[config.mk]
export PLATFORM = sky130hd
export DESIGN_NAME = loop_nest_sched
export DESIGN_NICKNAME = d
export VERILOG_FILES = /design/src/rtl/loop_nest_pkg.sv /design/src/rtl/loop_level_ctr.sv /design/src/rtl/loop_nest_sched.sv
export SDC_FILE = /design/constraint.sdc
export NUM_CORES = 1
export LEC_CHECK = 0
export CAP_MARGIN = 15
export CELL_PAD_IN_SITES_DETAIL_PLACEMENT = 1
export CELL_PAD_IN_SITES_GLOBAL_PLACEMENT = 1
export CORE_MARGIN = 8
export CORE_UTILIZATION = 38
export DETAILED_ROUTE_END_ITERATION = 10
export PLACE_DENSITY_LB_ADDON = 0.1
export SKIP_CTS_REPAIR_TIMING = 1
export SYNTH_ARGS = -nofsm -noshare
export SYNTH_HDL_FRONTEND = slang
export SYNTH_SLANG_ARGS = --single-unit
[constraint.sdc]
create_clock -name clk -period 3.4 [get_ports clk]
set_input_delay 0.68 -clock clk [delete_from_list [all_inputs] [get_ports clk]]
set_output_delay 0.68 -clock clk [all_outputs]
set_load 0.01 [all_outputs]
[src/rtl/loop_nest_pkg.sv]
// Shared types and helpers for the two-level loop-nest sequencer.
// Consumers: loop_level_ctr, loop_nest_sched.
package loop_nest_pkg;

  localparam int IDX_W_DEF = 4;

  typedef enum logic [1:0] {
    IDLE,
    RUN,
    DONE
  } state_e;

  function automatic logic [31:0] norm_step(input logic [31:0] s);
    return (s == 32'd0) ? 32'd1 : s;
  endfunction

endpackage

[src/rtl/loop_level_ctr.sv]
// One loop level: index register with min/max/step wrap.
// wrap is combinational and reflects the advance from the current index.
module loop_level_ctr
  import loop_nest_pkg::*;
#(
  parameter int W = IDX_W_DEF
) (
  input  logic         clk,
  input  logic         rst,
  input  logic         init,
  input  logic         enable,
  input  logic [W-1:0] idx_min,
  input  logic [W-1:0] idx_max,
  input  logic [W-1:0] idx_step,
  output logic [W-1:0] idx,
  output logic         wrap
);

  logic [W-1:0] idx_q, idx_d;
  logic [W:0]   sum;

  always_comb begin
    sum   = {1'b0, idx_q} + {1'b0, idx_step};
    // a carry out of W bits always exceeds any representable bound
    wrap  = sum[W] || (sum >= {1'b0, idx_max});
    idx_d = idx_q;
    if (init) begin
      idx_d = idx_min;
    end else if (enable) begin
      idx_d = wrap ? idx_min : sum[W-1:0];
    end
  end

  always_ff @(posedge clk) begin
    if (rst) idx_q <= '0;
    else     idx_q <= idx_d;
  end

  assign idx = idx_q;

endmodule

[src/rtl/loop_nest_sched.sv]
// Two-level loop-nest sequencer with start/busy/done and valid/ready output.
// Optional abort input/aborted output enabled by LOOP_NEST_ABORT_EN.
module loop_nest_sched
  import loop_nest_pkg::*;
#(
  parameter int IDX_W = IDX_W_DEF
) (
  input  logic             clk,
  input  logic             rst,
  input  logic             start,
  input  logic [IDX_W-1:0] outer_min,
  input  logic [IDX_W-1:0] outer_max,
  input  logic [IDX_W-1:0] outer_step,
  input  logic [IDX_W-1:0] inner_min,
  input  logic [IDX_W-1:0] inner_max,
  input  logic [IDX_W-1:0] inner_step,
  output logic             busy,
  output logic             done,
  output logic             out_valid,
  input  logic             out_ready,
  output logic [IDX_W-1:0] outer_idx,
  output logic [IDX_W-1:0] inner_idx,
  output logic             out_last
`ifdef LOOP_NEST_ABORT_EN
  ,
  input  logic             abort,
  output logic             aborted
`endif
);

  state_e state_q, state_d;

  logic [IDX_W-1:0] omin_q, omin_d;
  logic [IDX_W-1:0] omax_q, omax_d;
  logic [IDX_W-1:0] ostep_q, ostep_d;
  logic [IDX_W-1:0] imin_q, imin_d;
  logic [IDX_W-1:0] imax_q, imax_d;
  logic [IDX_W-1:0] istep_q, istep_d;

  logic             init, beat, empty, last;
  logic             in_wrap, out_wrap;
  logic [IDX_W-1:0] in_min, out_min;

`ifdef LOOP_NEST_ABORT_EN
  logic aborted_q, aborted_d;
`endif

  always_comb begin
    state_d = state_q;
    omin_d  = omin_q;
    omax_d  = omax_q;
    ostep_d = ostep_q;
    imin_d  = imin_q;
    imax_d  = imax_q;
    istep_d = istep_q;
    init    = 1'b0;
`ifdef LOOP_NEST_ABORT_EN
    aborted_d = aborted_q;
`endif
    beat  = (state_q == RUN) && out_ready;
    last  = (state_q == RUN) && in_wrap && out_wrap;
    empty = (outer_min >= outer_max) || (inner_min >= inner_max);

    unique case (state_q)
      IDLE: begin
        if (start) begin
          omin_d  = outer_min;
          omax_d  = outer_max;
          ostep_d = IDX_W'(norm_step(32'(outer_step)));
          imin_d  = inner_min;
          imax_d  = inner_max;
          istep_d = IDX_W'(norm_step(32'(inner_step)));
          init    = 1'b1;
          state_d = empty ? DONE : RUN;
`ifdef LOOP_NEST_ABORT_EN
          aborted_d = 1'b0;
`endif
        end
      end
      RUN: begin
        if (beat && last) state_d = DONE;
`ifdef LOOP_NEST_ABORT_EN
        if (abort) begin
          state_d   = DONE;
          aborted_d = 1'b1;
        end
`endif
      end
      DONE:    state_d = IDLE;
      default: state_d = IDLE;
    endcase

    // init loads the live inputs; the latched copy is not valid yet
    in_min  = init ? inner_min : imin_q;
    out_min = init ? outer_min : omin_q;
  end

  always_ff @(posedge clk) begin
    if (rst) begin
      state_q <= IDLE;
      omin_q  <= '0;
      omax_q  <= '0;
      ostep_q <= '0;
      imin_q  <= '0;
      imax_q  <= '0;
      istep_q <= '0;
    end else begin
      state_q <= state_d;
      omin_q  <= omin_d;
      omax_q  <= omax_d;
      ostep_q <= ostep_d;
      imin_q  <= imin_d;
      imax_q  <= imax_d;
      istep_q <= istep_d;
    end
  end

`ifdef LOOP_NEST_ABORT_EN
  always_ff @(posedge clk) begin
    if (rst) aborted_q <= 1'b0;
    else     aborted_q <= aborted_d;
  end
  assign aborted = aborted_q;
`endif

  loop_level_ctr #(.W(IDX_W)) u_inner (
    .clk      (clk),
    .rst      (rst),
    .init     (init),
    .enable   (beat),
    .idx_min  (in_min),
    .idx_max  (imax_q),
    .idx_step (istep_q),
    .idx      (inner_idx),
    .wrap     (in_wrap)
  );

  loop_level_ctr #(.W(IDX_W)) u_outer (
    .clk      (clk),
    .rst      (rst),
    .init     (init),
    .enable   (beat && in_wrap),
    .idx_min  (out_min),
    .idx_max  (omax_q),
    .idx_step (ostep_q),
    .idx      (outer_idx),
    .wrap     (out_wrap)
  );

  assign busy      = (state_q == RUN);
  assign out_valid = (state_q == RUN);
  assign done      = (state_q == DONE);
  assign out_last  = last;

endmodule

; Yosys cells after proc, flatten, opt, wreduce, memory -nomap -nowiden
; Index checks and enable logic that the tools add are counted.
[word_totals]
regBits = 34
in_bits = 28
output_inout_bits = 12
wordCells = 50
[classes]
n_addsub = 2
order_cmp = 4
n_eq_ne = 4
muxes = 16
reduce_logical = 15
[op_table]
columns = operator, count
row1 = 4-bit 2-to-1 mux, 10
row2 = 4-bit by 4-bit adder with 5-bit output, 2
row3 = 5-bit by 4-bit >= comparator with 1-bit output, 2
row4 = 4-bit >= comparator, 2
row5 = 4-bit zero test, 2
row6 = 2-bit 2-to-1 mux, 3
row7 = 1-bit logical AND, 5
row8 = 2-bit case mux with 2 select lines, 1
row9 = 2-bit AND reduction, 2
row10 = 2-bit nonzero test, 2
row11 = 1-bit logical OR, 3
row12 = 2-bit by 1-bit == test with 1-bit output (second input constant), 1
row13 = 2-bit == test (second input constant), 1
row14 = 2-bit zero test, 1
row15 = 1-bit 2-to-1 mux, 2
row16 = 2-bit by 1-bit != test with 1-bit output (second input constant), 1
row17 = 2-bit != test (second input constant), 1

; Depth between registers and ports, before layout
; Gate-level depths: netlist (run 1).
[depth]
depth_word = 8
depth_mapped = 10
depth_no_buf = 9

; By module
; Synthesis (run 1) repeated with hierarchy kept, for this count alone.
[unflattened]
cells_unflattened = 231
area_unflattened_um2 = 2038.2
[modules_own_cells]
columns = module, n_inst, cells_per_inst, area_per_inst_um2, seq_area_each_um2
row1 = loop_nest_sched, 1, 141, 1224.9, 520.5
row2 = loop_level_ctr, 2, 45, 406.6, 80.1

; Worst setup path after synthesis (run 1)
; OpenSTA, ideal clock, no wires.
[synth_path]
path_type = reg2out
from = register u_outer.idx_q[0], in the netlist u_outer.idx[0]
to = output out_last
arrival_time_ns = 2.364
t_required_ns = 2.720
slack_ns = 0.356
stages_incl_launch_ff = 10
path_buffers = 1
cell_sequence = dfxtp_1 > ha_1 > fa_1 > xor2_1 > ha_1 > a21oi_1 > o21ai_0 > a2111o_1 > buf_2 > and3b_2
[synth_between]
elab_chain_len = 4
[synth_lines]
columns = element, line_no
row1 = start: declaration, loop_level_ctr.sv:19  ; logic [W-1:0] idx_q, idx_d;
row2 = start signal: assignment, loop_level_ctr.sv:36  ; else idx_q <= idx_d;
row3 = 4-bit by 4-bit adder with 5-bit output (*), loop_level_ctr.sv:23  ; sum = {1'b0, idx_q} + {1'b0, idx_step};
row4 = 5-bit by 4-bit >= comparator with 1-bit output, loop_level_ctr.sv:25  ; wrap = sum[W] || (sum >= {1'b0, idx_max});
row5 = 1-bit logical OR (*), loop_level_ctr.sv:25
row6 = 1-bit logical AND (*), loop_nest_sched.sv:61  ; last = (state_q == RUN) && in_wrap && out_wrap;
row7 = end: declaration, loop_nest_sched.sv:23  ; output logic out_last
; Mark *: on every way between the ends. The rest lies on a longest branch, timed or not.

; Worst setup path after layout (run 1)
; Same ends and word-level chain as after synthesis.

==> reports/qor.yml, run 1 <==
placed_area_um2: 2520
htreeDepth: 2
yosysSeqAreaShare_pct: 33.5
antenna_found_initial: 0
slew_headroom_pct: 65.6
grt_use_met2_pct: 24.8
synth_common_cells: "nand2_1 (53), dfxtp_1 (34), a21oi_1 (29)"
power.density_nw_per_um2: 561
syn_nets: 301
p_leak_nw: 1.17
cp-start-kind: "flop"
critPathCaptureType: "output port"
tightest_slew_ps: 514
clk_pin_slew_ps: 70
vias: 1884
clock_path_buffers: 2
synth-simple-area-share_pct: 17.3
p_total_mw: 1.48
ant_nets: 0
fp.dieH_um: 89.1
cts.sinks: 34
ys_ff_latch: 34
yosys.area.top_type: "dfxtp_1"
cts_root_buf: "clkbuf_8"
grt.busiest_layer: "met2"
n_antenna_cell: 0
period_needed_ps: 3330
drc: 0
grt_use_total_pct: 16.1
drt_iter0_drc: 62
synthDistinctLibCells: 41
setup_tns_ps: 0
pin_count: 40
synthXorXnorAreaFrac_pct: 1.72
post-route-util_pct: 51.2
grt_pass1_wl_um: 9750
coreArea_um2: 5140
synth_mux_area_share_pct: 4.00
synth_fa_ha_area_share_pct: 16.7
synth_area_um2: 2030
synth-compound-area-share_pct: 20.4
yosys.area.top_type_share_pct: 33.5
grt_max_degree: 32
setup_violations: 0
layout-drive-gt1-share_pct: 11.6
synth_edf_count: 0
synthFlopType: "dfxtp_1"
finalHoldViolCount: 0
initial_core_util_pct: 39.6
rows: 26
critical_path_class: "reg -> out"
holdCritPathClass: "reg -> reg"
status: "finished, final reports clean"
synth_area_leaders: "dfxtp_1 (33%), ha_1 (15%), nand2_1 (9.8%)"
critPathRequiredTime_ps: 2720
numCtsBuffers: 5
crit_fanout: 2
cp.arrival_ps: 2650
post-dp-hpwl_um: 4550
yosys.cell_count.top_type: "nand2_1"
syn_inst: 247
met1_usage_pct: 21.5
grtUsageMet3_pct: 3.03
peakVddDrop_uv: 201
portBuffers: 39
maxCapViolCount: 0
gp_congestion: 0.777
die_w_um: 89.1
postRouteWirelength_um: 6060
fin_crit_sh_pct: 98.1
r2r_setup_slack_ps: 620
synth_top_family_by_area: "compound AO/OA/AOI/OAI gates"
asyncSetResetFlopFracSynth_pct: 0
routed_via_density: 5.19
area_growth_pct: 29.5
final_cell_area_um2: 2630
avgRoutedWirePerCell_um: 16.7
fmax_mhz: 300
avgSynthCellArea_um2: 8.23
num-fill-cells: 645
first_global_vias: 1992
whs_ps: 461
nets: 346
drv_slew: 0
grt-ovfl-total: 0
clock_latency_ps: 290
dieArea_um2: 7950
synth_warnings: 0
dr.pass1.iters: 4
cts_tree: "done"
finalClockSkew_ps: 6.50
cell families after synthesis:
group,Yosys count
AO/OA/AOI/OAI,62
AND/OR/NAND/NOR,81
buffers and inverters,32
XOR/XNOR,4
flip-flops,34
adder cells (fa/ha/maj),26
multiplexers,8
metrics by stage:
stage          instances  setup slack (ps)
6_report             363              66.2
5_1_grt              363             -12.4
4_1_cts              361              -381
3_5_place_dp         353             -50.4
3_3_place_gp         353              23.5
2_1_floorplan        247               356
state kept, by name, indices dropped and copies added (netlist names):
| register | count |
|---|---|
| ostep_q | 4 |
| imin_q | 4 |
| istep_q | 4 |
| imax_q | 4 |
| u_inner.idx | 4 |
| omin_q | 4 |
| state_q | 2 |
| omax_q | 4 |
| u_outer.idx | 4 |
layout by cell type, fill, tap and decap left out, drive strengths merged, types with 2 or more instances in the layout:
| master | netlist | layout |
|---|---|---|
| o31ai | 2 | 2 |
| inv | 20 | 20 |
| a21oi | 31 | 31 |
| a211o | 2 | 2 |
| mux2i | 7 | 7 |
| a31oi | 2 | 2 |
| o22ai | 2 | 2 |
| o221a | 3 | 3 |
| ha | 24 | 24 |
| nand3 | 5 | 5 |
| buf | 7 | 11 |
| dfxtp | 34 | 34 |
| fa | 2 | 2 |
| nor2 | 10 | 10 |
| clkbuf | 5 | 8 |
| o221ai | 3 | 3 |
| nand2 | 53 | 53 |
| xnor2 | 2 | 2 |
| nor3 | 2 | 2 |
| a21o | 3 | 3 |
| xor2 | 2 | 2 |
| clkdlybuf4s50 | 0 | 38 |
| o21ai | 9 | 9 |
| nor2b | 6 | 6 |
critical path: stages (launching register included):
cell and delay [ps]:
dfxtp_1 330, ha_2 210, fa_2 370, xor2_1 170
ha_1 340, a21oi_2 130, o21ai_0 90, a2111o_1 390
and3b_2 220, clkbuf_2 130
final timing paths:
check / from / endpoint / depth (start not counted)
min: omax_q[3] / omax_q[3] / 2
max: u_outer.idx[0] / out_last / 9
max reg2reg: u_inner.idx[0] / u_inner.idx[1] / 10
min reg2reg: omax_q[3] / omax_q[3] / 2
final cells by class:
type	count	area, um2	share of cell area [%]
inverters	20	75.1	2.85
multi-input cells	181	1230	46.7
clock inverters	1	5.00	0.190
clock buffers	7	86.3	3.28
well taps	70	87.6	3.33
flip-flops and latches	34	681	25.8
repair buffers	50	468	17.8
where the power goes:
group / leakage (nW) / switching [mW] / internal (mW) / total, mW
sequential: 0.280 / 0.0413 / 0.450 / 0.491
combinational: 0.839 / 0.348 / 0.322 / 0.670
clock: 0.0482 / 0.152 / 0.163 / 0.315
total: 1.17 / 0.542 / 0.936 / 1.48
per-layer routing:
metal | vias to the layer above | wire, um
met2 | 37 | 2660
met5 | - | 0
met4 | 0 | 83
met3 | 7 | 226
li1 | 937 | -
met1 | 903 | 3090
No activity file was read; power rests on OpenSTA's default activity.
==> run 2, diff against run 1 <==
--- a/config.mk
+++ b/config.mk
@@ -10,6 +10,8 @@
 export CELL_PAD_IN_SITES_GLOBAL_PLACEMENT = 1
 export CORE_MARGIN = 8
 export CORE_UTILIZATION = 38
+export CTS_CLUSTER_DIAMETER = 200
+export CTS_CLUSTER_SIZE = 28
 export DETAILED_ROUTE_END_ITERATION = 10
 export PLACE_DENSITY_LB_ADDON = 0.1
 export SKIP_CTS_REPAIR_TIMING = 1
==> results of run 2 <==
Same layout as run 1: the final DEF is identical, and so are final timing and power.
